<file path="config.mk">
export PLATFORM = sky130hd
export DESIGN_NAME = periph_bus_arbiter
export DESIGN_NICKNAME = d
export VERILOG_FILES = /design/src/rtl/periph_pkg.sv /design/src/rtl/rr_picker.sv /design/src/rtl/periph_bus_arbiter.sv
export SDC_FILE = /design/constraint.sdc
export NUM_CORES = 1
export LEC_CHECK = 0
export CAP_MARGIN = 25
export CORE_MARGIN = 3
export CORE_UTILIZATION = 46
export DETAILED_ROUTE_END_ITERATION = 6
export PLACE_DENSITY = 0.79
export SETUP_SLACK_MARGIN = 0.2
export SLEW_MARGIN = 0
export SYNTH_ARGS = -nofsm -noshare
export SYNTH_HDL_FRONTEND = slang
export SYNTH_HIERARCHICAL = 1
export SYNTH_SLANG_ARGS = --single-unit
</file>
<file path="constraint.sdc">
create_clock -name clk -period 3 [get_ports clk]
set_input_delay 0.3 -clock clk [delete_from_list [all_inputs] [get_ports clk]]
set_output_delay 0.3 -clock clk [all_outputs]
set_load 0.02 [all_outputs]
</file>
<file path="src/rtl/periph_pkg.sv">
// Shared definitions for the peripheral bus arbiter: address prefix map,
// FSM state encoding and the prefix-field width.
package periph_pkg;

    localparam int PREFIX_W = 3;

    localparam logic [PREFIX_W-1:0] PFX_RAM      = 3'b000;
    localparam logic [PREFIX_W-1:0] PFX_PWM1     = 3'b001;
    localparam logic [PREFIX_W-1:0] PFX_BTN      = 3'b010;
    localparam logic [PREFIX_W-1:0] PFX_UNMAPPED = 3'b111;

    typedef enum logic [1:0] {
        ST_IDLE    = 2'd0,
        ST_ACCESS  = 2'd1,
        ST_RESPOND = 2'd2
    } arb_state_t;

    // RAM is not reachable through this manager and 111 has no target.
    function automatic logic prefix_is_error(input logic [31:0] addr);
        return (addr[31:32-PREFIX_W] == PFX_RAM) ||
               (addr[31:32-PREFIX_W] == PFX_UNMAPPED);
    endfunction

endpackage

</file>
<file path="src/rtl/rr_picker.sv">
// Two-way round-robin selector; remembers which requester was served last
// so that simultaneous requests alternate.
module rr_picker #(
    parameter int RESET_PRIO = 0
) (
    input  logic clk,
    input  logic rst_n,
    input  logic req0,
    input  logic req1,
    input  logic take,
    output logic grant_valid,
    output logic grant_sel
);

    logic last_served;

    // Reset value points away from RESET_PRIO so that it wins the first tie.
    always_ff @(posedge clk or negedge rst_n) begin
        if (!rst_n)
            last_served <= (RESET_PRIO == 0) ? 1'b1 : 1'b0;
        else if (take && grant_valid)
            last_served <= grant_sel;
    end

    always_comb begin
        grant_valid = req0 | req1;
        grant_sel   = (req0 && req1) ? ~last_served : req1;
    end

endmodule

</file>
<file path="src/rtl/periph_bus_arbiter.sv">
// Two-requester arbiter in front of the peripheral manager.
// Define PERIPH_ARB_TIMEOUT_EN to abort stalled accesses after TIMEOUT_CYCLES.
//
// state      | meaning
// ST_IDLE    | waiting for a request; latches the winner
// ST_ACCESS  | downstream access in flight, waits for p_ready
// ST_RESPOND | result is registered onto the winner's ack/err/rdata
module periph_bus_arbiter
    import periph_pkg::*;
#(
    parameter int TIMEOUT_CYCLES = 16,
    parameter int RESET_PRIO     = 0
) (
    input  logic        clk,
    input  logic        rst_n,
    input  logic        m0_req,
    input  logic        m1_req,
    input  logic        m0_we,
    input  logic        m1_we,
    input  logic [31:0] m0_addr,
    input  logic [31:0] m1_addr,
    input  logic [31:0] m0_wdata,
    input  logic [31:0] m1_wdata,
    output logic        m0_ack,
    output logic        m1_ack,
    output logic        m0_err,
    output logic        m1_err,
    output logic [31:0] m0_rdata,
    output logic [31:0] m1_rdata,
    output logic [31:0] p_addr,
    output logic [31:0] p_data_in,
    output logic        p_write_enable,
    input  logic [31:0] p_data_out,
    input  logic        p_ready
);

    localparam int TMR_W = $clog2(TIMEOUT_CYCLES + 1);
    localparam logic [TMR_W-1:0] TMR_LOAD = TMR_W'(TIMEOUT_CYCLES - 1);

    arb_state_t  state, state_nxt;
    logic        grant_valid, grant_sel, take;
    logic        win_we, win_err;
    logic [31:0] win_addr, win_wdata;
    logic        lat_sel, lat_we;
    logic [31:0] lat_addr, lat_wdata;
    logic        resp_err;
    logic [31:0] resp_rdata;
    logic [TMR_W-1:0] tmr;
    logic        timeout_en, timed_out;
    logic        m0_ack_d, m1_ack_d, m0_err_d, m1_err_d, p_we_d;
    logic [31:0] m0_rdata_d, m1_rdata_d, p_addr_d, p_data_in_d;

`ifdef PERIPH_ARB_TIMEOUT_EN
    assign timeout_en = 1'b1;
`else
    assign timeout_en = 1'b0;
`endif

    assign take      = (state == ST_IDLE);
    assign win_we    = grant_sel ? m1_we    : m0_we;
    assign win_addr  = grant_sel ? m1_addr  : m0_addr;
    assign win_wdata = grant_sel ? m1_wdata : m0_wdata;
    assign win_err   = prefix_is_error(win_addr);
    assign timed_out = timeout_en && (tmr == '0);

    rr_picker #(.RESET_PRIO(RESET_PRIO)) u_rr_picker (
        .clk         (clk),
        .rst_n       (rst_n),
        .req0        (m0_req),
        .req1        (m1_req),
        .take        (take),
        .grant_valid (grant_valid),
        .grant_sel   (grant_sel)
    );

    always_ff @(posedge clk or negedge rst_n) begin
        if (!rst_n) state <= ST_IDLE;
        else        state <= state_nxt;
    end

    always_comb begin
        state_nxt = state;
        case (state)
            ST_IDLE:    if (grant_valid) state_nxt = win_err ? ST_RESPOND : ST_ACCESS;
            ST_ACCESS:  if (p_ready || timed_out) state_nxt = ST_RESPOND;
            ST_RESPOND: state_nxt = ST_IDLE;
            default:    state_nxt = ST_IDLE;
        endcase
    end

    // Latched transaction and its result; p_ready takes precedence over timeout.
    always_ff @(posedge clk or negedge rst_n) begin
        if (!rst_n) begin
            lat_sel    <= 1'b0;
            lat_we     <= 1'b0;
            lat_addr   <= '0;
            lat_wdata  <= '0;
            resp_err   <= 1'b0;
            resp_rdata <= '0;
            tmr        <= '0;
        end else begin
            case (state)
                ST_IDLE: begin
                    tmr <= TMR_LOAD;
                    if (grant_valid) begin
                        lat_sel    <= grant_sel;
                        lat_we     <= win_we;
                        lat_addr   <= win_addr;
                        lat_wdata  <= win_wdata;
                        resp_err   <= win_err;
                        resp_rdata <= '0;
                    end
                end
                ST_ACCESS: begin
                    if (tmr != '0) tmr <= tmr - 1'b1;
                    if (p_ready) begin
                        resp_err   <= 1'b0;
                        resp_rdata <= lat_we ? 32'd0 : p_data_out;
                    end else if (timed_out) begin
                        resp_err   <= 1'b1;
                        resp_rdata <= '0;
                    end
                end
                default: ;
            endcase
        end
    end

    always_comb begin
        p_addr_d    = '0;
        p_data_in_d = '0;
        p_we_d      = 1'b0;
        if (state_nxt == ST_ACCESS) begin
            p_addr_d    = (state == ST_IDLE) ? win_addr  : lat_addr;
            p_data_in_d = (state == ST_IDLE) ? win_wdata : lat_wdata;
            p_we_d      = (state == ST_IDLE) && win_we;
        end
        m0_ack_d   = (state == ST_RESPOND) && !lat_sel;
        m1_ack_d   = (state == ST_RESPOND) &&  lat_sel;
        m0_err_d   = m0_ack_d && resp_err;
        m1_err_d   = m1_ack_d && resp_err;
        m0_rdata_d = m0_ack_d ? resp_rdata : 32'd0;
        m1_rdata_d = m1_ack_d ? resp_rdata : 32'd0;
    end

    always_ff @(posedge clk or negedge rst_n) begin
        if (!rst_n) begin
            p_addr         <= '0;
            p_data_in      <= '0;
            p_write_enable <= 1'b0;
            m0_ack         <= 1'b0;
            m1_ack         <= 1'b0;
            m0_err         <= 1'b0;
            m1_err         <= 1'b0;
            m0_rdata       <= '0;
            m1_rdata       <= '0;
        end else begin
            p_addr         <= p_addr_d;
            p_data_in      <= p_data_in_d;
            p_write_enable <= p_we_d;
            m0_ack         <= m0_ack_d;
            m1_ack         <= m1_ack_d;
            m0_err         <= m0_err_d;
            m1_err         <= m1_err_d;
            m0_rdata       <= m0_rdata_d;
            m1_rdata       <= m1_rdata_d;
        end
    end

endmodule

</file>
==> run_results.csv <==
group,metric,value,unit
status,status,"complete, no violations",
timing,worst_pin_slew,582,ps
critical_path,crit_family,"compound AO/OA/AOI/OAI gates",
clock_network,post-cts-setup-buffers,0,
critical_path,reg2reg_slack,770,ps
critical_path,cp-start-kind,"flip-flop",
route,first_pass_iters,4,
placed_design,dpl.hpwl,15900,um
timing,finClkSkew,8.11,ps
floorplan,fp.dieW,146,um
placed_design,place_congestion,0.773,
critical_path,r2r_cells,6,
timing,drv_slew,0,
route,viasPerCell,5.08,
floorplan,coreArea,19000,um^2
clock_network,clock_path_buffers,3,
critical_path,cp.depth,6,
synthesis,synthCells,805,
floorplan,start_util,47.6,%
final_layout,seqCellArea,5880,um^2
worst_hold_path,hold_class,"input port to async pin",
global_routing,grt-ovfl-total,0,
global_routing,met3_usage,6.08,%
synthesis,yosysTopAreaCell,"dfrtp_1",
power,p_clk_share,26.3,%
timing,hold_slack,331,ps
power,irDropWorstVdd,0.471,mV
timing,post-route-min-period,2230,ps
timing,post-route-period-util,74.3,%
final_layout,area_delta_synth_final,46.1,%
route,route.antenna.remaining_nets,0,
clock_network,numCtsBuffers,24,
power,p_per_area,906,nW/um^2
timing,fin_setup_tns,0,ps
timing,max_freq,448,MHz
global_routing,grt_pass1_vias,6864,
critical_path,cpPeakStageDelay,460,ps
clock_network,clock-sinks,235,
synthesis,synth.distinct_cells,26,
global_routing,grt_use_met1,27.1,%
timing,rsz0062_at_grt,"false",
power,swShare,35.3,%
clock_network,cts_max_level,1,
synthesis,synth-warning-count,6,
synthesis,ys_seq_elements,235,
clock_network,path_clk_slew,60,ps
route,drc,0,
synthesis,netlist.area_leader.share,64.7,%
synthesis,synth_fp_nets,972,
floorplan,die_area,21400,um^2
power,combPwrFrac,35.0,%
timing,setup_ws,770,ps
timing,max-slew-margin-rel,61.2,%
floorplan,pin_count,300,
global_routing,grt_max_degree,129,
timing,final-setup-viol-count,0,
clock_network,cts_tree,"yes",
final_layout,drive_above_1_share,6.25,%
timing,hold_violations,0,
critical_path,critPathKind,"flip-flop to flip-flop",
power,power_switching,0.00423,W
global_routing,grt_use_met2,34.7,%
synthesis,synth_area_leaders,"dfrtp_1, mux2i_1, nand2_1",
final_layout,multi_input_area,2950,um^2
flow_run,drv_cap,0,
critical_path,path_buf_inv,1,
global_routing,top_usage_layer,"met2",
power,power.internal,0.00775,W
placed_design,port_buffers,299,
route,routed_wl,22800,um
final_layout,fillers,1399,
critical_path,cp_cell_sequence,"a21boi_4, mux2i_1, or3_1, a31oi_4, buf_12, a211oi_1",
placed_design,dp_slack,319,ps
route,vias,6930,
final_layout,final_nets,1254,
power,pwr-share-seq,38.8,%
global_routing,antenna_found_initial,2,
critical_path,critPathSlowestCell,"or3_1",
critical_path,cp-end-kind,"flip-flop",
critical_path,cp_max_fo,53,
clock_network,root_buffer,"clkbuf_16",
route,drt-initial-drc-count,262,
synthesis,syn_avg_cell_area,11.2,um^2
floorplan,core.rowCount,50,
critical_path,crit_arrival,2580,ps
synthesis,synth_area,9050,um^2
global_routing,grt.total_usage,20.9,%
route,wl_per_cell,16.7,um
global_routing,grt_pass1_wl,36200,um
critical_path,required,3350,ps
power,p_leak,6.02,nW
clock_network,clk_latency,510,ps
synthesis,ys_seq_area_share,65.0,%
floorplan,die_height,146,um
power by group through the flow:
stage	combinational, W	clock, W	sequential [W]
final	0.00419	0.00315	0.00465
after global placement	0.00409	0	0.00465
after floorplan	0.00217	0	0.00499
after global routing	0.00462	0.00335	0.00477
after detailed placement	0.00422	0	0.00469
after CTS	0.00424	0.00321	0.00465
logic make-up (layout without fill, tap and decap cells):
| logic type | after synthesis | after routing | share of synthesized area (%) |
|---|---|---|---|
| mux | 66 | 66 | 7.30 |
| other cells | 0 | 1 | 0 |
| simple gates | 309 | 309 | 15.3 |
| compound gates | 135 | 135 | 9.39 |
| flops | 235 | 235 | 65.0 |
| buf+inv | 60 | 359 | 3.01 |
metal layers:
layer	routed length (um)	part of all wire, %
met1	9150	40
met2	11000	48
met4	524	2.3
met3	2040	8.9
met5	13	0.057
repair_timing:
action                                 in CTS  in global routing
gates resized for setup                     0                  0
endpoints found under the hold margin      69                  0
hold buffers                                1                  0
area by class of cell:
cell class	count	share of cell area [%]
diodes	1	0.0189
clock buffers	27	4.94
clock inverters	16	1.49
inverters	2	0.0568
multi-input cells	510	22.3
flip-flops and latches	235	44.5
well taps	260	2.46
repair buffers	314	24.2
per-stage QoR:
| stage | total power (W) | area [um^2] | utilization (%) | cells |
|---|---|---|---|---|
| 2_1_floorplan | 0.00716 | 9050 | - | 805 |
| 3_3_place_gp | 0.00874 | 12400 | 65.0 | 1320 |
| 3_5_place_dp | 0.00891 | 12400 | 65.0 | 1320 |
| 4_1_cts | 0.0121 | 13200 | 69.5 | 1364 |
| 5_1_grt | 0.0127 | 13200 | 69.5 | 1365 |
| 6_report | 0.0120 | 13200 | 69.5 | 1365 |
registers in the layout, summed over array words and instances (netlist names), 2 cells and up:
signal / flops
m0_rdata: 32
p_addr: 32
lat_wdata: 32
m1_rdata: 32
state: 2
resp_rdata: 32
lat_addr: 32
p_data_in: 32
path summary, 6_finish.rpt:
check | start | endpoint
worst min-delay path | rst_n | m0_rdata[6]
min in group clk | p_data_out[14] | resp_rdata[14]
worst min register to register | resp_rdata[30] | resp_rdata[30]
worst max register to register | u_rr_picker/last_served | p_addr[2]
max in group asynchronous | rst_n | m1_rdata[16]
worst max-delay path | u_rr_picker/last_served | p_addr[2]
synthesized netlist by cell type, drive strengths merged:
cell      n
a21boi    1
nand2b    1
and2     67
nor3b     1
nor3      2
dfrtp   234
a31oi     2
or3       1
mux2i    66
a32o      1
a211oi   64
clkbuf   44
buf      14
o21ai    65
nand3    33
inv       2
or2       2
dfstp     1
a22o      1
a21oi     1
nor2     68
nand2   134
worst register-to-register path: cells and delay by family (launching register included):
kind,cells,cell delay (ps)
compound gates,3,720
simple gates,1,460
flops,1,400
buf+inv,1,270
mux,1,220
layout by cell type, fill, tap and decap left out, drive strengths merged:
master and instances:
bufinv 4, a31oi 2, or2 2, buf 15, and2 67, or3 1, dfrtp 234, a211oi 64
dfstp 1, nor3b 1, mux2i 66, nand2 134, inv 3, clkinvlp 2, nand2b 1, a21boi 1
a22o 1, nor2 68, nor3 2, nand3 33, a32o 1, a21oi 1, clkinv 9, clkdlybuf4s50 298
diode 1, clkbuf 27, o21ai 65, dlygate4sd3 1
Power figures use the tool's default switching activity.
